### src/rtl/lsu_ctrl.sv
// Load/store sequencer: alignment check, lane steering, dmem req/gnt/rvalid, load extension.
// Response 1 cycle after accept (misaligned/NONE), 2 (store) or 3+ (load); req_ready_o low while busy.

package lsu_pkg;
    typedef enum logic [3:0] {
        LSU_NONE = 4'd0,
        LB, LH, LW, LD, LBU, LHU, LWU,
        SB, SH, SW, SD
    } lsu_op_t;
endpackage

module lsu_ctrl
    import lsu_pkg::*;
#(
    parameter int unsigned TIMEOUT_CYCLES = 255
) (
    input  logic          clk_i,
    input  logic          rst_ni,
    input  logic          req_valid_i,
    output logic          req_ready_o,
    input  lsu_op_t       lsu_op_i,
    input  logic [63:0]   addr_i,
    input  logic [63:0]   wdata_i,
    output logic          resp_valid_o,
    output logic          resp_err_o,
    output logic [63:0]   resp_rdata_o,
    output logic          dmem_req_o,
    output logic          dmem_we_o,
    output logic [63:0]   dmem_addr_o,
    output logic [7:0]    dmem_be_o,
    output logic [63:0]   dmem_wdata_o,
    input  logic          dmem_gnt_i,
    input  logic          dmem_rvalid_i,
    input  logic [63:0]   dmem_rdata_i
);

    localparam int CW = $clog2(TIMEOUT_CYCLES + 1);

    typedef enum logic [1:0] {S_IDLE, S_REQ, S_RESP} state_t;

    state_t        state, state_nxt;
    lsu_op_t       op_q;
    logic [2:0]    off_q;
    logic [CW-1:0] cnt_q;

    logic [1:0]    sz;
    logic [2:0]    amask;
    logic [7:0]    be_base, be_nxt;
    logic [63:0]   wmask, wdata_nxt;
    logic          is_load, is_store, misaligned, start, timeout;

    logic          resp_fire, resp_err_d;
    logic [63:0]   resp_data_d, rd_shift, load_ext;

    // Access decode of the op presented by execute
    always_comb begin
        sz = 2'd3;
        unique case (lsu_op_i)
            LB, LBU, SB: sz = 2'd0;
            LH, LHU, SH: sz = 2'd1;
            LW, LWU, SW: sz = 2'd2;
            default:     sz = 2'd3;
        endcase
        is_load  = lsu_op_i inside {LB, LH, LW, LD, LBU, LHU, LWU};
        is_store = lsu_op_i inside {SB, SH, SW, SD};
        unique case (sz)
            2'd0:    begin amask = 3'b000; be_base = 8'h01; wmask = 64'h0000_0000_0000_00FF; end
            2'd1:    begin amask = 3'b001; be_base = 8'h03; wmask = 64'h0000_0000_0000_FFFF; end
            2'd2:    begin amask = 3'b011; be_base = 8'h0F; wmask = 64'h0000_0000_FFFF_FFFF; end
            default: begin amask = 3'b111; be_base = 8'hFF; wmask = 64'hFFFF_FFFF_FFFF_FFFF; end
        endcase
        misaligned = (is_load || is_store) && (|(addr_i[2:0] & amask));
        be_nxt     = be_base << addr_i[2:0];
        wdata_nxt  = (wdata_i & wmask) << {addr_i[2:0], 3'b000};
    end

    assign start   = req_valid_i && (state == S_IDLE) && (is_load || is_store) && !misaligned;
    assign timeout = (cnt_q == CW'(TIMEOUT_CYCLES - 1));

    always_ff @(posedge clk_i or negedge rst_ni) begin
        if (!rst_ni) state <= S_IDLE;
        else         state <= state_nxt;
    end

    always_comb begin
        state_nxt = state;
        unique case (state)
            S_IDLE:  if (start) state_nxt = S_REQ;
            S_REQ:   if (dmem_gnt_i) state_nxt = dmem_we_o ? S_IDLE : S_RESP;
            S_RESP:  if (dmem_rvalid_i || timeout) state_nxt = S_IDLE;
            default: state_nxt = S_IDLE;
        endcase
    end

    // Lane extraction at the latched byte offset
    always_comb begin
        rd_shift = dmem_rdata_i >> {off_q, 3'b000};
        unique case (op_q)
            LB:      load_ext = {{56{rd_shift[7]}},  rd_shift[7:0]};
            LBU:     load_ext = {56'b0,              rd_shift[7:0]};
            LH:      load_ext = {{48{rd_shift[15]}}, rd_shift[15:0]};
            LHU:     load_ext = {48'b0,              rd_shift[15:0]};
            LW:      load_ext = {{32{rd_shift[31]}}, rd_shift[31:0]};
            LWU:     load_ext = {32'b0,              rd_shift[31:0]};
            default: load_ext = rd_shift;
        endcase
    end

    always_comb begin
        req_ready_o = (state == S_IDLE);
        resp_fire   = 1'b0;
        resp_err_d  = 1'b0;
        resp_data_d = 64'b0;
        unique case (state)
            S_IDLE: if (req_valid_i && !start) begin
                resp_fire  = 1'b1;
                resp_err_d = misaligned;
            end
            S_REQ: if (dmem_gnt_i && dmem_we_o) resp_fire = 1'b1;
            S_RESP: begin
                // rvalid takes priority over a coincident timeout
                if (dmem_rvalid_i) begin
                    resp_fire   = 1'b1;
                    resp_data_d = load_ext;
                end else if (timeout) begin
                    resp_fire  = 1'b1;
                    resp_err_d = 1'b1;
                end
            end
            default: ;
        endcase
    end

    always_ff @(posedge clk_i or negedge rst_ni) begin
        if (!rst_ni) begin
            dmem_req_o   <= 1'b0;
            dmem_we_o    <= 1'b0;
            dmem_addr_o  <= 64'b0;
            dmem_be_o    <= 8'b0;
            dmem_wdata_o <= 64'b0;
            op_q         <= LSU_NONE;
            off_q        <= 3'b0;
            cnt_q        <= '0;
            resp_valid_o <= 1'b0;
            resp_err_o   <= 1'b0;
            resp_rdata_o <= 64'b0;
        end else begin
            if (start) begin
                dmem_req_o   <= 1'b1;
                dmem_we_o    <= is_store;
                dmem_addr_o  <= {addr_i[63:3], 3'b000};
                dmem_be_o    <= be_nxt;
                dmem_wdata_o <= is_store ? wdata_nxt : 64'b0;
                op_q         <= lsu_op_i;
                off_q        <= addr_i[2:0];
            end
            if (state == S_REQ && dmem_gnt_i) begin
                dmem_req_o <= 1'b0;
                cnt_q      <= '0;
            end
            if (state == S_RESP && !dmem_rvalid_i && !timeout) cnt_q <= cnt_q + 1'b1;
            resp_valid_o <= resp_fire;
            if (resp_fire) begin
                resp_err_o   <= resp_err_d;
                resp_rdata_o <= resp_data_d;
            end
        end
    end

endmodule

### config.mk
export PLATFORM = sky130hd
export DESIGN_NAME = lsu_ctrl
export DESIGN_NICKNAME = d
export VERILOG_FILES = /design/src/rtl/lsu_ctrl.sv
export SDC_FILE = /design/constraint.sdc
export NUM_CORES = 1
export LEC_CHECK = 0
export CAP_MARGIN = 20
export CELL_PAD_IN_SITES_DETAIL_PLACEMENT = 0
export CELL_PAD_IN_SITES_GLOBAL_PLACEMENT = 1
export CORE_ASPECT_RATIO = 0.9
export CORE_MARGIN = 2
export CORE_UTILIZATION = 33
export CTS_BUF_LIST = sky130_fd_sc_hd__clkbuf_4 sky130_fd_sc_hd__clkbuf_8 sky130_fd_sc_hd__clkbuf_16
export DETAILED_ROUTE_END_ITERATION = 8
export PLACE_DENSITY_LB_ADDON = 0.1
export SLEW_MARGIN = 20
export SYNTH_ARGS = -nofsm -noshare
export SYNTH_HDL_FRONTEND = slang
export SYNTH_SLANG_ARGS = --single-unit
export TNS_END_PERCENT = 20
### constraint.sdc
create_clock -name clk_i -period 3 [get_ports clk_i]
set_input_delay 0.6 -clock clk_i [delete_from_list [all_inputs] [get_ports clk_i]]
set_output_delay 0.6 -clock clk_i [all_outputs]
set_load 0.02 [all_outputs]
==> flow_metrics.tcl, run 1 <==
set metrics [dict create \
    diodes 0 \
    endpoint_kind "flip-flop" \
    die_area_um2 38520 \
    cts_max_level 1 \
    cts_buffers 26 \
    avgSynthCellArea_um2 9.628 \
    max_slew.worst_pin.slew_ps 981.3 \
    hold_class "in -> async" \
    cp.required_ps 3430 \
    synth_cells 1267 \
    finalCritPeriodShare 0.8900 \
    clockBufferDepth 3 \
    dpl_cell_area_um2 17360 \
    critPathMaxStageDelay_ps 580 \
    portBuffers 402 \
    finClkSkew_ps 14.87 \
    status "finished clean" \
    drtIter0Drc 888 \
    yosys.area.top_type "dfrtp_1" \
    boundaryPins 406 \
    post-route-drc-count 0 \
    yosysSeqAreaShare 0.4472 \
    power_mw 13.24 \
    holdBufCountCts 0 \
    crit_fanout 5 \
    wire_per_inst_um 22.22 \
    path_cells "clkdlybuf4s50_1, inv_1, ha_1, buf_4, nand2b_1, nand2_1, nor3_1, a221oi_1, buf_4, o41ai_2" \
    ant_nets 0 \
    via_count 11879 \
    cp.arrival_ps 3100 \
    tns_ps 0 \
    dp_hpwl_mm 36.91 \
    synth.distinct_cells 64 \
    synth_seq_cells 218 \
    via_per_inst 5.412 \
    synth_area_um2 12200 \
    synth-async-reset-ratio 1.000 \
    area_growth_pct 49.64 \
    power_density_nw_per_um2 725.5 \
    antenna_found_initial 2 \
    grt-ovfl-total 0 \
    p_leak_nw 7.747 \
    cts_resized 0 \
    rsz0062_at_grt "no" \
    max_freq_ghz 0.3745 \
    yosys.area.top_type_share 0.4472 \
    cts.clk_slew.worst_paths_ps 60 \
    final_nets 1906 \
    crit_slowest_cell "nor3_1" \
    cts_tree "yes" \
    cp_num_buf_inv 4 \
    synth_compound_area_frac 0.2301 \
    finalSetupViolCount 0 \
    start_util 0.3365 \
    firstDrtPassIters 5 \
    grt_first_pass_wirelength_mm 73.53 \
    final_hold_viol_count 0 \
    chipHeight_um 186.4 \
    synth_area_leaders "dfrtp_1 (45%), nand2_1 (8.6%), o2bb2ai_1 (5.4%), mux4_2 (5.4%), mux2_2 (4.2%)" \
    dp_cells 2147 \
    yosys.area_share.simple 0.1571 \
    clk_latency_ps 540 \
    drv_cap 0 \
    yosys.area_share.xor_xnor 0.002154 \
    synth_adder_area_share 0.006154 \
    cts_setup_buffers 0 \
    peakVddDrop_mv 0.3817 \
    cts.sinks 218 \
    slew-limit-headroom 0.3409 \
    path_delay_family "buffers and inverters" \
    critical_path.most_common_cell "buf_4" \
    ys_warn_count 0 \
    core_area_um2 36250 \
    fin_crit_ps 2670 \
    instances_no_fill 2195 \
    synthFlopType "dfrtp_1" \
    wl_mm 48.77 \
    cts_root_buffer "clkbuf_16" \
    gp_congestion 0.9195 \
    synth_top_family_by_area "compound AO/OA/AOI/OAI gates" \
    grt_pass1_vias 11842 \
    final_area_um2 18260 \
    synth-edff-count 0 \
    cp-start-kind "input pin" \
    die_w_um 206.7 \
    maxSlewViolCount 0 \
    crit_type "in -> reg" \
    grt_max_degree 73 \
    grt.total_usage 0.2469 \
    rows 66 \
    synth_mux_area_frac 0.1156 \
    drive_gt1_frac 0.1518 \
]
synth_stat cells, types with 3 or more instances:
cell       number
a211oi_1       15
a21oi_1        66
a221o_1         5
a221oi_1       22
a22o_1         42
a22oi_1        11
a2bb2oi_1       5
a31oi_1        13
a32o_1          3
a32oi_1        12
and2_0          4
and2_1          5
and3_1          5
buf_1          12
buf_2          32
buf_4           5
clkbuf_1       59
dfrtp_1       218
ha_1            6
inv_1           6
mux2_2         45
mux2i_1        25
mux4_2         29
nand2_1       281
nand2b_1        8
nand3_1        14
nand3b_1        4
nor2_1         56
nor2b_1        22
nor3_1         16
nor3b_1         5
o211ai_1        5
o21a_1         13
o21ai_0        73
o22ai_1         3
o2bb2ai_1      75
o31ai_1         6
o41ai_1         3
o41ai_2         4
or2_2           5
logic make-up after synthesis:
kind of cell,count (synthesis)
xor+xnor,3
simple gates,438
compound gates,385
mux,99
buf+inv,117
flops,218
fa+ha+maj,6
other cells,1
worst reg2reg max path, stage by stage (launching register included):
cell       delay (ps)
dfrtp_1           670
nand2b_1          260
o22ai_1           170
nor4_4            870
o31ai_4           140
buf_12            210
o2bb2ai_1         170
per-layer routing:
| metal | vias up | GRT usage | part of all wire |
|---|---|---|---|
| met1 | 5836 | 0.3489 | 0.44 |
| met5 | - | 0 | 0.00055 |
| li1 | 5512 | - | - |
| met4 | 4 | 0.06236 | 0.026 |
| met2 | 454 | 0.3922 | 0.46 |
| met3 | 73 | 0.04156 | 0.072 |
state kept, by name (all words and copies together) (netlist names):
register / flops
dmem_be_o: 8
dmem_addr_o: 61
cnt_q: 8
off_q: 3
dmem_wdata_o: 64
dmem_we_o: 1
op_q: 4
state: 2
resp_err_o: 1
resp_valid_o: 1
dmem_req_o: 1
resp_rdata_o: 64
stage by stage:
stage                     hold WS, ps    util  setup WS (ps)
after floorplan                 304.4       -          227.0
after global placement          456.1  0.4789         -120.0
after detailed placement        461.6  0.4789         -164.5
after CTS                       32.21  0.5036          370.2
after global routing            50.18  0.5036          159.7
final                           21.78  0.5036          330.0
cell type report:
type                            instances  area [um^2]
Clock buffer                           33        758.2
Sequential cell                       218         5460
Fill cell                            3391        18000
Multi-Input combinational cell        934         6280
Tap cell                              476        595.6
Timing Repair Buffer                  511         4995
Inverter                                8        30.03
Clock inverter                         15        136.4
placed cells by master (no fill, tap or decap), types with 14 or more instances in the layout:
cell             netlist  layout
nor3_1                16      16
nor2b_1               22      22
nor2_1                56      56
a211oi_1              15      15
mux2_2                45      45
buf_4                  5      96
nand3_1               14      14
clkbuf_16              0      27
a21oi_1               66      66
o21ai_0               73      73
mux4_2                29      29
o2bb2ai_1             75      75
a22o_1                42      42
dfrtp_1              218     216
clkdlybuf4s50_1        0     398
a221oi_1              22      22
mux2i_1               25      25
nand2_1              281     281
where the power goes:
group / switching, mW / total, mW / internal (mW)
clock network: 1.31 / 3.27 / 1.96
registers: 0.462 / 4.02 / 3.56
logic: 3.26 / 5.95 / 2.69
total: 5.03 / 13.2 / 8.21
final timing paths:
path	endpoint	cells past startpoint	slack [ps]	startpoint
max in group asynchronous	dmem_addr_o[27]$_DFFE_PN0P_	2	2150	rst_ni
max	dmem_wdata_o[36]$_DFFE_PN0P_	10	330	lsu_op_i[0]
max reg2reg	resp_rdata_o[44]$_DFFE_PN0P_	6	420	off_q[2]$_DFFE_PN0P_
min in group clk_i	dmem_be_o[3]$_DFFE_PN0P_	2	440	addr_i[2]
min reg2reg	dmem_addr_o[48]$_DFFE_PN0P_	2	470	dmem_addr_o[48]$_DFFE_PN0P_
min	resp_valid_o$_DFF_PN0_	1	20	rst_ni
No activity file was read; power rests on OpenSTA's default activity.
==> run 2, diff against run 1 <==
CORE_MARGIN = 3   (was 2)
==> run 2 against run 1 <==
First-iteration DRC count shrank 1.9%. Clock skew is 2.0 ps lower. Maximum frequency fell by 4.8%. Total power rose by 3.3%. Clock-buffer cell count grew 10.
==> flow_metrics.tcl, run 2 (synthesized netlist as in run 1, its figures left out) <==
set metrics [dict create \
    clockBufferDepth 3 \
    cts_buffers 28 \
    cts_resized 0 \
    nFillCells 3429 \
    drv_cap 0 \
    dp_hpwl_mm 37.75 \
    cts_setup_buffers 0 \
    rsz0062_at_grt "no" \
    antenna_found_initial 0 \
    final_hold_viol_count 0 \
    drtIter0Drc 871 \
    cts_tree "yes" \
    cts_root_buffer "clkbuf_16" \
    finClkSkew_ps 12.84 \
    die_area_um2 39310 \
    start_util 0.3357 \
    max_freq_ghz 0.3564 \
    final_common_cell "clkdlybuf4s50_1" \
    peakVddDrop_mv 0.3876 \
    instances_no_fill 2196 \
    multi_input_area_um2 6280 \
    slew-limit-headroom 0.4111 \
    via_per_inst 5.424 \
    via_count 11911 \
    cts.sinks 218 \
    finalSetupViolCount 0 \
    power_density_nw_per_um2 745.7 \
    p_leak_nw 7.793 \
    cts.clk_slew.worst_paths_ps 60 \
    final_cell_mix "clkdlybuf4s50_1 (398), nand2_1 (281), dfrtp_1 (216)" \
    fin_crit_ps 2806 \
    cts_max_level 1 \
    hold_class "in -> async" \
    finalCritPeriodShare 0.9354 \
    ant_nets 0 \
    cp-start-kind "input pin" \
    grt_max_degree 83 \
    max_slew.worst_pin.slew_ps 881.5 \
    endpoint_kind "flip-flop" \
    crit_type "in -> reg" \
    core_area_um2 36330 \
    portBuffers 402 \
    boundaryPins 406 \
    grt_first_pass_wirelength_mm 75.93 \
    post-route-drc-count 0 \
    chipHeight_um 188.4 \
    tns_ps 0 \
    final_nets 1905 \
    status "finished clean" \
    die_w_um 208.7 \
    clk_latency_ps 530 \
    maxSlewViolCount 0 \
    rows 66 \
    gp_congestion 0.8715 \
    crit_fanout 14 \
    cp.required_ps 3430 \
    area_growth_pct 50.33 \
    grt_pass1_vias 12032 \
    cp.arrival_ps 3230 \
    grt.total_usage 0.2458 \
    dp_cells 2144 \
    firstDrtPassIters 5 \
    wire_per_inst_um 22.75 \
    drive_gt1_frac 0.1523 \
    holdBufCountCts 0 \
    whs_ps 33.17 \
    diodes 0 \
    seq_area_um2 5458 \
    wl_mm 49.96 \
    reg.largest.list "dmem_wdata_o: 64 flops, resp_rdata_o: 64 flops, dmem_addr_o: 61 flops" \
    grt-ovfl-total 0 \
    power_mw 13.67 \
]
-- run 2: critical path, stage by stage --
cell and delay, ps:
clkdlybuf4s50_1 520, buf_4 150, buf_4 120, or3b_2 340
nand2_1 130, nor3_1 590, a221oi_1 260, buf_4 210
o41ai_2 290
-- run 2: metal layers --
metal / global-route usage / vias up / wire, um
met5: 0 / - / 0
met4: 0.05099 / 0 / 1059
met3: 0.04395 / 56 / 3651
met2: 0.3840 / 498 / 22650
met1: 0.3597 / 5844 / 22600
li1: - / 5513 / -
-- run 2: cell type report --
cell class / count / share of cell area
inverters: 8 / 0.001637
clock buffers: 43 / 0.04701
flip-flops and latches: 218 / 0.2976
clock inverters: 9 / 0.008255
well taps: 476 / 0.03248
repair buffers: 508 / 0.2706
multi-input cells: 934 / 0.3424
-- run 2: final timing paths --
kind	startpoint	to	slack, ps	cells after the start
setup / recovery	lsu_op_i[1]	dmem_wdata_o[38]$_DFFE_PN0P_	190	9
hold / removal	rst_ni	resp_valid_o$_DFF_PN0_	30	1
setup reg to reg	state[1]$_DFFE_PN0P_	dmem_be_o[7]$_DFFE_PN0P_	430	7
hold reg to reg	dmem_addr_o[26]$_DFFE_PN0P_	dmem_addr_o[26]$_DFFE_PN0P_	470	2
max in group asynchronous	rst_ni	off_q[0]$_DFFE_PN0P_	2090	2
min in group clk_i	addr_i[2]	off_q[2]$_DFFE_PN0P_	440	3
-- run 2: report_power, final --
part	total [mW]	leakage (nW)	internal [mW]	switching, mW
Clock	3.64	0.508	2.32	1.32
Combinational	6.03	4.37	2.72	3.31
Sequential	4.01	2.91	3.56	0.451
Total	13.7	7.79	8.60	5.08
-- run 2: stage by stage --
stage	utilization	setup slack (ps)	cell area, um^2
floorplan	-	227.0	12210
global placement	0.4768	-287.9	17330
detailed placement	0.4768	-322.4	17330
CTS	0.5047	246.4	18340
global route	0.5047	36.21	18340
finish	0.5047	193.9	18340
==> run 3, diff against run 2 <==
--- a/config.mk
+++ b/config.mk
@@ -9,5 +9,4 @@
 export CELL_PAD_IN_SITES_DETAIL_PLACEMENT = 0
 export CELL_PAD_IN_SITES_GLOBAL_PLACEMENT = 1
-export CORE_ASPECT_RATIO = 0.9
 export CORE_MARGIN = 3
 export CORE_UTILIZATION = 33
==> constraint.sdc (replaced) <==
create_clock -name clk_i -period 3 [get_ports clk_i]
set_input_delay 0.45 -clock clk_i [delete_from_list [all_inputs] [get_ports clk_i]]
set_output_delay 0.45 -clock clk_i [all_outputs]
set_load 0.02 [all_outputs]
==> run 3 against run 2 <==
Clock power fell by 8.2%. Sequential share of layout area is 0.44 points higher. Combinational power decreased by 0.8%. Utilization shrank 0.27 points. Routed wire length is 3.0% lower. Clock skew increased by 7.6 ps. Maximum frequency increased by 12%. Setup slack better by 300 ps. Non-clock buffer count down 23. Design area decreased by 1.5%. Sequential power barely moved. Critical endpoint is now dmem_wdata_o[52]$_DFFE_PN0P_. Largest power group unchanged.
==> flow_metrics.tcl, run 3 (synthesized netlist as in run 1, its figures left out) <==
set metrics [dict create \
    clk_latency_ps 530 \
    dpl_worst_slack_ps -16.47 \
    ant_nets 0 \
    power_density_nw_per_um2 736.1 \
    max_slew.worst_pin.slew_ps 979.4 \
    boundaryPins 406 \
    die_w_um 198.3 \
    rsz0062_at_grt "no" \
    endpoint_kind "flip-flop" \
    post-route-drc-count 0 \
    cts_tree "yes" \
    cts.clk_slew.worst_paths_ps 60 \
    tns_ps 0 \
    max_freq_ghz 0.3984 \
    instances_no_fill 2154 \
    final_hold_viol_count 0 \
    dp_cells 2105 \
    cts_buffers 26 \
    grt.total_usage 0.2360 \
    slew-limit-headroom 0.3455 \
    grt_pass1_vias 11634 \
    cp-start-kind "input pin" \
    fin_crit_ps 2510 \
    peakVddDrop_mv 0.4126 \
    wire_per_inst_um 22.49 \
    gp_congestion 0.8825 \
    worst_slack_ps 489.9 \
    final_common_cell "clkdlybuf4s50_1" \
    wl_mm 48.44 \
    status "finished clean" \
    reg.largest.list "dmem_wdata_o: 64 flops, resp_rdata_o: 64 flops, dmem_addr_o: 61 flops" \
    antenna_found_initial 0 \
    maxSlewViolCount 0 \
    grt_max_degree 79 \
    p_leak_nw 7.649 \
    finalSetupViolCount 0 \
    grt-ovfl-total 0 \
    die_area_um2 39310 \
    final_cell_mix "clkdlybuf4s50_1 (398), nand2_1 (281), dfrtp_1 (216)" \
    cts_max_level 1 \
    chipHeight_um 198.3 \
    cts_setup_buffers 0 \
    clockBufferDepth 3 \
    cts.sinks 218 \
    cp.required_ps 3470 \
    area_growth_pct 48.14 \
    start_util 0.3389 \
    grt_first_pass_wirelength_mm 72.28 \
    via_per_inst 5.474 \
    via_count 11791 \
    cts_root_buffer "clkbuf_16" \
    diodes 0 \
    crit_fanout 5 \
    power_mw 13.30 \
    final_nets 1880 \
    hold_class "in -> reg" \
    dp_hpwl_mm 36.09 \
    drtIter0Drc 822 \
    whs_path_depth 3 \
    firstDrtPassIters 5 \
    crit_type "in -> reg" \
    r2r.worst_path.cells 6 \
    drive_gt1_frac 0.1382 \
    r2r_slack_ps 530 \
    whs_ps 267.7 \
    finClkSkew_ps 20.42 \
    drv_cap 0 \
    finalCritPeriodShare 0.8367 \
    nFillCells 3326 \
    core_area_um2 36000 \
    cp.arrival_ps 2980 \
    rows 69 \
    portBuffers 402 \
]
run 3: cell count changes in the layout (fill, tap and decap cells not counted), sizes merged:
cell         change
clkinv           +3
inv              -1
bufinv           -2
dlygate4sd3      +1
buf             -24
clkinvlp         -1
clkbuf           -3
run 3: stage by stage:
stage | utilization | area [um^2]
global placement | 0.4763 | 17150
CTS | 0.5020 | 18070
finish | 0.5020 | 18070
global route | 0.5020 | 18070
floorplan | - | 12210
detailed placement | 0.4763 | 17150
run 3: final timing paths:
path / from / end
min in group asynchronous: rst_ni / resp_valid_o$_DFF_PN0_
worst max-delay path: lsu_op_i[1] / dmem_wdata_o[52]$_DFFE_PN0P_
max in group asynchronous: rst_ni / dmem_wdata_o[58]$_DFFE_PN0P_
worst min-delay path: addr_i[0] / off_q[0]$_DFFE_PN0P_
worst max register to register: off_q[1]$_DFFE_PN0P_ / resp_rdata_o[32]$_DFFE_PN0P_
worst min register to register: dmem_addr_o[34]$_DFFE_PN0P_ / dmem_addr_o[34]$_DFFE_PN0P_
run 3: layout make-up:
cell class	instances	area, um^2	share of cell area
sequential	218	5458	0.3020
timing repair buffer	485	4815	0.2664
inverter	8	30.03	0.001662
clock inverter	8	90.09	0.004985
multi-input combinational	934	6280	0.3475
tap	461	576.8	0.03192
clock buffer	40	823.3	0.04556
run 3: what timing repair did:
action | in CTS | in global routing
hold endpoints to repair | 75 | 0
gates resized for setup | 0 | 0
hold buffers | 1 | 0
run 3: metal layers:
layer / part of all wire / up-vias / global-route usage
met1: 0.43 / 5748 / 0.3207
met2: 0.47 / 527 / 0.3901
met4: 0.023 / 0 / 0.05609
met3: 0.077 / 63 / 0.04696
met5: 0 / - / 0
li1: - / 5453 / -
run 3: worst max-delay path: stages:
cell	delay (ps)
clkdlybuf4s50_1	510
inv_1	70
ha_1	310
nor2b_1	160
buf_4	140
nor3_1	770
a221oi_1	220
a21oi_1	170
a22o_1	150
run 3: power breakdown:
group / internal (mW) / switching [mW] / total [mW]
Sequential: 3.56 / 0.424 / 3.98
Clock: 2.05 / 1.29 / 3.34
Combinational: 2.70 / 3.29 / 5.98
